===== src/rtl/cache_data_array.sv =====
// 1-read/1-write cache storage array with per-byte write enables and a
// self-clearing sweep that zeroes every entry after reset or on request.
module cache_data_array #(
  parameter  int WIDTH = 128,
  parameter  int DEPTH = 8,
  localparam int IDX_W = $clog2(DEPTH)
) (
  input  logic               clk,
  input  logic               reset_n,
  input  logic               clear,
  output logic               busy,
  input  logic               write,
  input  logic [IDX_W-1:0]   windex,
  input  logic [WIDTH/8-1:0] wmask,
  input  logic [WIDTH-1:0]   datain,
  input  logic [IDX_W-1:0]   rindex,
  output logic [WIDTH-1:0]   dataout
);

  localparam logic [0:0]       ST_CLEAR = 1'b0;
  localparam logic [0:0]       ST_READY = 1'b1;
  localparam int unsigned      NBYTES   = WIDTH / 8;
  localparam logic [IDX_W-1:0] LAST_IDX = IDX_W'(DEPTH - 1);

  logic [0:0]       r_state;
  logic [IDX_W-1:0] r_cnt;
  logic [WIDTH-1:0] r_mem [DEPTH];
  logic             w_busy;
  logic             w_last;

  assign w_busy = (r_state == ST_CLEAR);
  assign w_last = (r_cnt == LAST_IDX);

  always_ff @(posedge clk or negedge reset_n) begin
    if (!reset_n) begin
      r_state <= ST_CLEAR;
      r_cnt   <= '0;
    end else begin
      case (r_state)
        ST_CLEAR: begin
          if (w_last) begin
            r_cnt   <= '0;
            r_state <= ST_READY;
          end else begin
            r_cnt <= r_cnt + IDX_W'(1);
          end
        end
        default: begin
          if (clear) begin
            r_state <= ST_CLEAR;
            r_cnt   <= '0;
          end
        end
      endcase
    end
  end

  // Storage has no reset; the sweep owns the write port while busy, so
  // writes and clears arriving during a sweep are simply dropped.
  always_ff @(posedge clk) begin
    if (w_busy) begin
      r_mem[r_cnt] <= '0;
    end else if (write) begin
      for (int unsigned b = 0; b < NBYTES; b++) begin
        if (wmask[b]) begin
          r_mem[windex][8*b +: 8] <= datain[8*b +: 8];
        end
      end
    end
  end

  assign busy    = w_busy;
  assign dataout = w_busy ? '0 : r_mem[rindex];

endmodule

===== config.mk =====
export PLATFORM = sky130hd
export DESIGN_NAME = cache_data_array
export DESIGN_NICKNAME = d
export VERILOG_FILES = /design/src/rtl/cache_data_array.sv
export SDC_FILE = /design/constraint.sdc
export NUM_CORES = 1
export LEC_CHECK = 0
export CORE_UTILIZATION = 50
export DETAILED_ROUTE_END_ITERATION = 10
export GPL_TIMING_DRIVEN = 0
export PLACE_DENSITY = 0.67
export REMOVE_ABC_BUFFERS = 1
export SETUP_SLACK_MARGIN = 0.15
export SLEW_MARGIN = 30
export SYNTH_ARGS = -nofsm -noshare
export SYNTH_HDL_FRONTEND = slang
export SYNTH_SLANG_ARGS = --single-unit

===== constraint.sdc =====
create_clock -name clk -period 4.86 [get_ports clk]
set_input_delay 0.972 -clock clk [delete_from_list [all_inputs] [get_ports clk]]
set_output_delay 0.972 -clock clk [all_outputs]
set_load 0.03 [all_outputs]

* After elaboration in Yosys (flattened, before gate mapping)
Memories as Yosys holds them, arrays and structs flattened.
Index checks and enable logic that the tools add are counted.
** Cells by class
- Reduce and logical (&&, ||, !) cells :: 1
- Add/sub/neg operators :: 1
- Muxes and demuxes :: 75
- Equal/unequal tests :: 2
- Bitwise gates (word level) :: 1
** Operators with widths (number)
- 128-bit 2-to-1 mux :: 2
- 128-bit OR reduction :: 1
- 1-bit 2-to-1 mux :: 68
- 16-bit 2-to-1 mux :: 1
- 3-bit 2-to-1 mux :: 4
- 3-bit by 1-bit adder with 3-bit output (second input constant) :: 1
- 3-bit == test (second input constant) :: 1
- 2-bit inequality test (second input constant) :: 1
- 1-bit NOT :: 1
** Storage, ports and cells
- RAM bits :: 1024
- Register bits :: 4
- Input bits :: 154
- Output and inout port bits :: 129
- Memories :: 1
** Memories
- r_mem :: depth 8, bits a word 128, read ports 1, clocked after memory_dff 0, wr ports 1, line 27 : logic [WIDTH-1:0] r_mem [DEPTH];

* Depth between registers and ports, before layout
- Depth in word-level cells :: 6
- Mapped depth :: 6
- Depth with buffers taken out :: 4

* Worst setup path after synthesis
OpenSTA, ideal clock, no wires.
- Path type :: input -> output
- Start point :: in rindex[1]
- End point :: out dataout[100]
- Arrival time :: 2.234 ns
- Path buffers :: 3
- Path slack :: 1.654 ns
- Cell stages on the path :: 5
- Path through :: buf_6 -> buf_6 -> buf_4 -> mux4_2 -> a22o_1
** On the way
- Word-level cells in the longest chain between the ends :: 2
** RTL lines
- start, declared :: line 16 : input logic [IDX_W-1:0] rindex,
- memory 8 x 128 bit
- 128-bit 2-to-1 mux :: line 73 : assign dataout = w_busy ? '0 : r_mem[rindex];
- end, declared :: line 17 : output logic [WIDTH-1:0] dataout
Every way passes these cells.

* Final worst setup path
- Start point :: in rindex[1]
- End point :: out dataout[72]
The elaborated chain is that of the path after synthesis.

==> flow_summary.json <==
{
  "switchingPower_mw": 7.21,
  "via_count": 20100,
  "ant_nets": 0,
  "viasPerCell": 6.03,
  "rsz0062_at_grt": "true",
  "cts_max_level": 3,
  "setup_viol": 0,
  "crit_arrival_ns": 3.60,
  "cp.required_ns": 3.89,
  "grt_pass1_wl_mm": 138,
  "grt_max_degree": 74,
  "p_sw_share_pct": 28.0,
  "p_int_mw": 18.6,
  "die_area_sq_um": 81500,
  "root_buffer": "clkbuf_16",
  "drc_errors": 0,
  "p_seq_share_pct": 49.2,
  "grt_pass1_vias": 20800,
  "combPwrFrac_pct": 21.6,
  "path_class": "input pin to output port",
  "cp-start-kind": "input pin",
  "synth_cells": 1845,
  "core_area_sq_um": 79300,
  "fin_area_sq_um": 48100,
  "final_net_count": 2355,
  "cts_buffers": 100,
  "period_minus_slack_ns": 4.57,
  "cp_top_family": "buffers and inverters",
  "critPathMostFrequentCell": "buf_16",
  "pin_count": 283,
  "max_freq_mhz": 219,
  "layout-drive-gt1-share_pct": 23.7,
  "ys_types": 27,
  "worst_slew_pin_slew_ns": 1.01,
  "die_y_um": 285,
  "layout_worst_path_cycle_share_pct": 94.1,
  "ys_seq_area_share_pct": 76.8,
  "cts_sinks": 1028,
  "synth.avg_cell_area_sq_um": 21.8,
  "rows": 103,
  "critPathBufInv": 4,
  "clkPwrFrac_pct": 29.2,
  "drv_slew": 0,
  "fillers": 5496,
  "die_w_um": 285,
  "cpPeakStageDelay_ns": 0.61,
  "hold_path.class": "input pin to async pin",
  "wirelength_mm": 95.6,
  "p_leak_nw": 15.8,
  "final_util_pct": 60.7,
  "first_pass_iters": 5,
  "gp_congestion": 0.744,
  "clkSlewWorstSetupHoldPaths_ns": 0.06,
  "cts_tree": "done",
  "place_hpwl_mm": 61.1,
  "postCtsHoldBufs": 0,
  "syn_area_sq_um": 40200,
  "crit_path_end_kind": "output port",
  "peakVddDrop_v": 0.000300,
  "powerDensity_nw_per_um2": 536,
  "track_usage_pct": 23.6,
  "synth-seq-cells": 1028,
  "wire_per_inst_um": 28.7,
  "port_buffers": 282,
  "worstPathCellList": "buf_8 > buf_16 > buf_16 > mux4_2 > a22o_1 > clkdlybuf4s50_1",
  "outcome": "complete, no violations",
  "start_util_pct": 50.7,
  "hold_viol_final": 0,
  "grt_overflow": 0,
  "ys_warn_count": 0,
  "slew_headroom_pct": 32.3,
  "first_iter_violations": 1789,
  "slowest_stage": "clkdlybuf4s50_1",
  "antenna_found_initial": 1,
  "area_growth_pct": 19.8,
  "placed_area_sq_um": 44900,
  "worstSkewPairLatency_ns": 0.66,
  "clock-skew-final_ns": 0.0267,
  "clock_path_buffers": 3,
  "drv_cap": 0,
  "cp_max_fo": 47
}
## cell type report
cell class                      count  area (sq um)  area share [%]
Antenna cell                        2          5.00          0.0104
Clock buffer                      122          2650            5.50
Clock inverter                     60           518            1.08
Inverter                            1          3.75         0.00780
Multi-Input combinational cell    698          8820            18.3
Sequential cell                  1028         30800            64.1
Tap cell                         1050          1310            2.73
Timing Repair Buffer              370          3980            8.27
## worst register-to-register path, cell delays in order (launching register included)
cell     delay, ns
dfrtp_1       0.51
nor2b_1       0.42
nand3_2       0.80
o21ai_1       0.82
buf_2         0.28
## power groups by stage
stage	logic, mW	registers, mW	clock network [mW]
after global placement	5.54	12.8	0
after global routing	5.87	12.8	7.95
final	5.58	12.7	7.52
after CTS	5.63	12.7	7.60
after detailed placement	5.61	12.9	0
after floorplan	2.95	12.7	0
## cells in the mapped netlist
cell | instances | area [sq um]
buf_6 | 6 | 67.6
o2bb2ai_1 | 2 | 17.5
buf_8 | 10 | 150
or3b_1 | 2 | 17.5
a21oi_1 | 1 | 5.00
clkbuf_1 | 53 | 199
nand3_1 | 3 | 15.0
o21ai_1 | 10 | 50.1
mux4_2 | 256 | 5770
buf_1 | 8 | 30.0
o21ai_0 | 119 | 596
ha_1 | 2 | 25.0
buf_4 | 11 | 82.6
edfxtp_1 | 1024 | 30700
a41oi_1 | 1 | 8.76
or3_1 | 2 | 12.5
nor4_1 | 4 | 25.0
nand2_1 | 27 | 101
dfrtp_1 | 4 | 100
nand3b_1 | 3 | 22.5
buf_12 | 1 | 20.0
and2_1 | 130 | 813
inv_1 | 1 | 3.75
nor2b_1 | 3 | 18.8
buf_2 | 29 | 145
a22o_1 | 128 | 1120
nor2_1 | 5 | 18.8
## flip-flops by register name (all words and copies together) (netlist names)
register  count
r_mem      1024
r_cnt         3
r_state       1
## path summary, 6_finish.rpt
| kind | startpoint | endpoint | slack, ns | cells after the start |
|---|---|---|---|---|
| setup / recovery | rindex[1] | dataout[72] | 0.29 | 6 |
| hold / removal | reset_n | r_cnt[1] | 0.54 | 1 |
| setup reg to reg | r_state | r_mem[7][54] | 1.75 | 4 |
| hold reg to reg | r_cnt[1] | r_cnt[1] | 0.63 | 2 |
| max in group asynchronous | reset_n | r_cnt[2] | 4.15 | 1 |
| min in group clk | r_cnt[1] | r_cnt[1] | 0.63 | 2 |
## timing repair
action / CTS / global route
pin swaps: 1 / 0
buffers inserted: 1 / 0
resized for setup: 0 / 1
setup endpoints to repair: 5 / 39
gates cloned: 0 / 1
hold endpoints to repair: 0 / 0
## cell usage in the layout (no fill, tap or decap), types with 22 or more instances in the layout
cell type        synthesis  final
edfxtp_1              1024   1024
clkdlybuf4s50_1          0    279
mux4_2                 256    256
a22o_1                 128    128
and2_1                 130    128
clkbuf_16                0    103
o21ai_1                 10     96
buf_4                   11     47
o21ai_2                  0     32
clkinv_2                 0     22
## cell families (layout without fill, tap and decap cells)
| family | after synthesis | after routing | share of synthesized area [%] |
|---|---|---|---|
| AND/OR/NAND/NOR | 179 | 179 | 2.60 |
| flip-flops | 1028 | 1028 | 76.8 |
| AO/OA/AOI/OAI | 261 | 261 | 4.47 |
| adder cells (fa/ha/maj) | 2 | 2 | 0.0623 |
| other | 0 | 2 | 0 |
| buffers and inverters | 119 | 553 | 1.74 |
| multiplexers | 256 | 256 | 14.3 |
## metrics by stage
step                      setup TNS (ns)  setup WS [ns]  std cells  hold slack (ns)  power [mW]
after floorplan                  -219.79          -1.65       1727            0.536        15.6
after global placement                 -         -15.22       3059            0.578        18.3
after detailed placement               0          0.115       3145            0.583        18.5
after CTS                              0          0.186       3328            0.506        25.9
after global routing                   0          0.104       3330            0.521        26.6
final                                  0          0.287       3331            0.540        25.8
## metal layers
layer | track usage [%] | part of all wire [%] | up-vias
li1 | - | - | 8505
met2 | 38.2 | 49 | 848
met1 | 32.4 | 40 | 10600
met3 | 4.59 | 7.8 | 170
met4 | 8.10 | 3.0 | 0
met5 | 0 | 0 | -
Note: power is estimated with default switching activity, not from simulation.
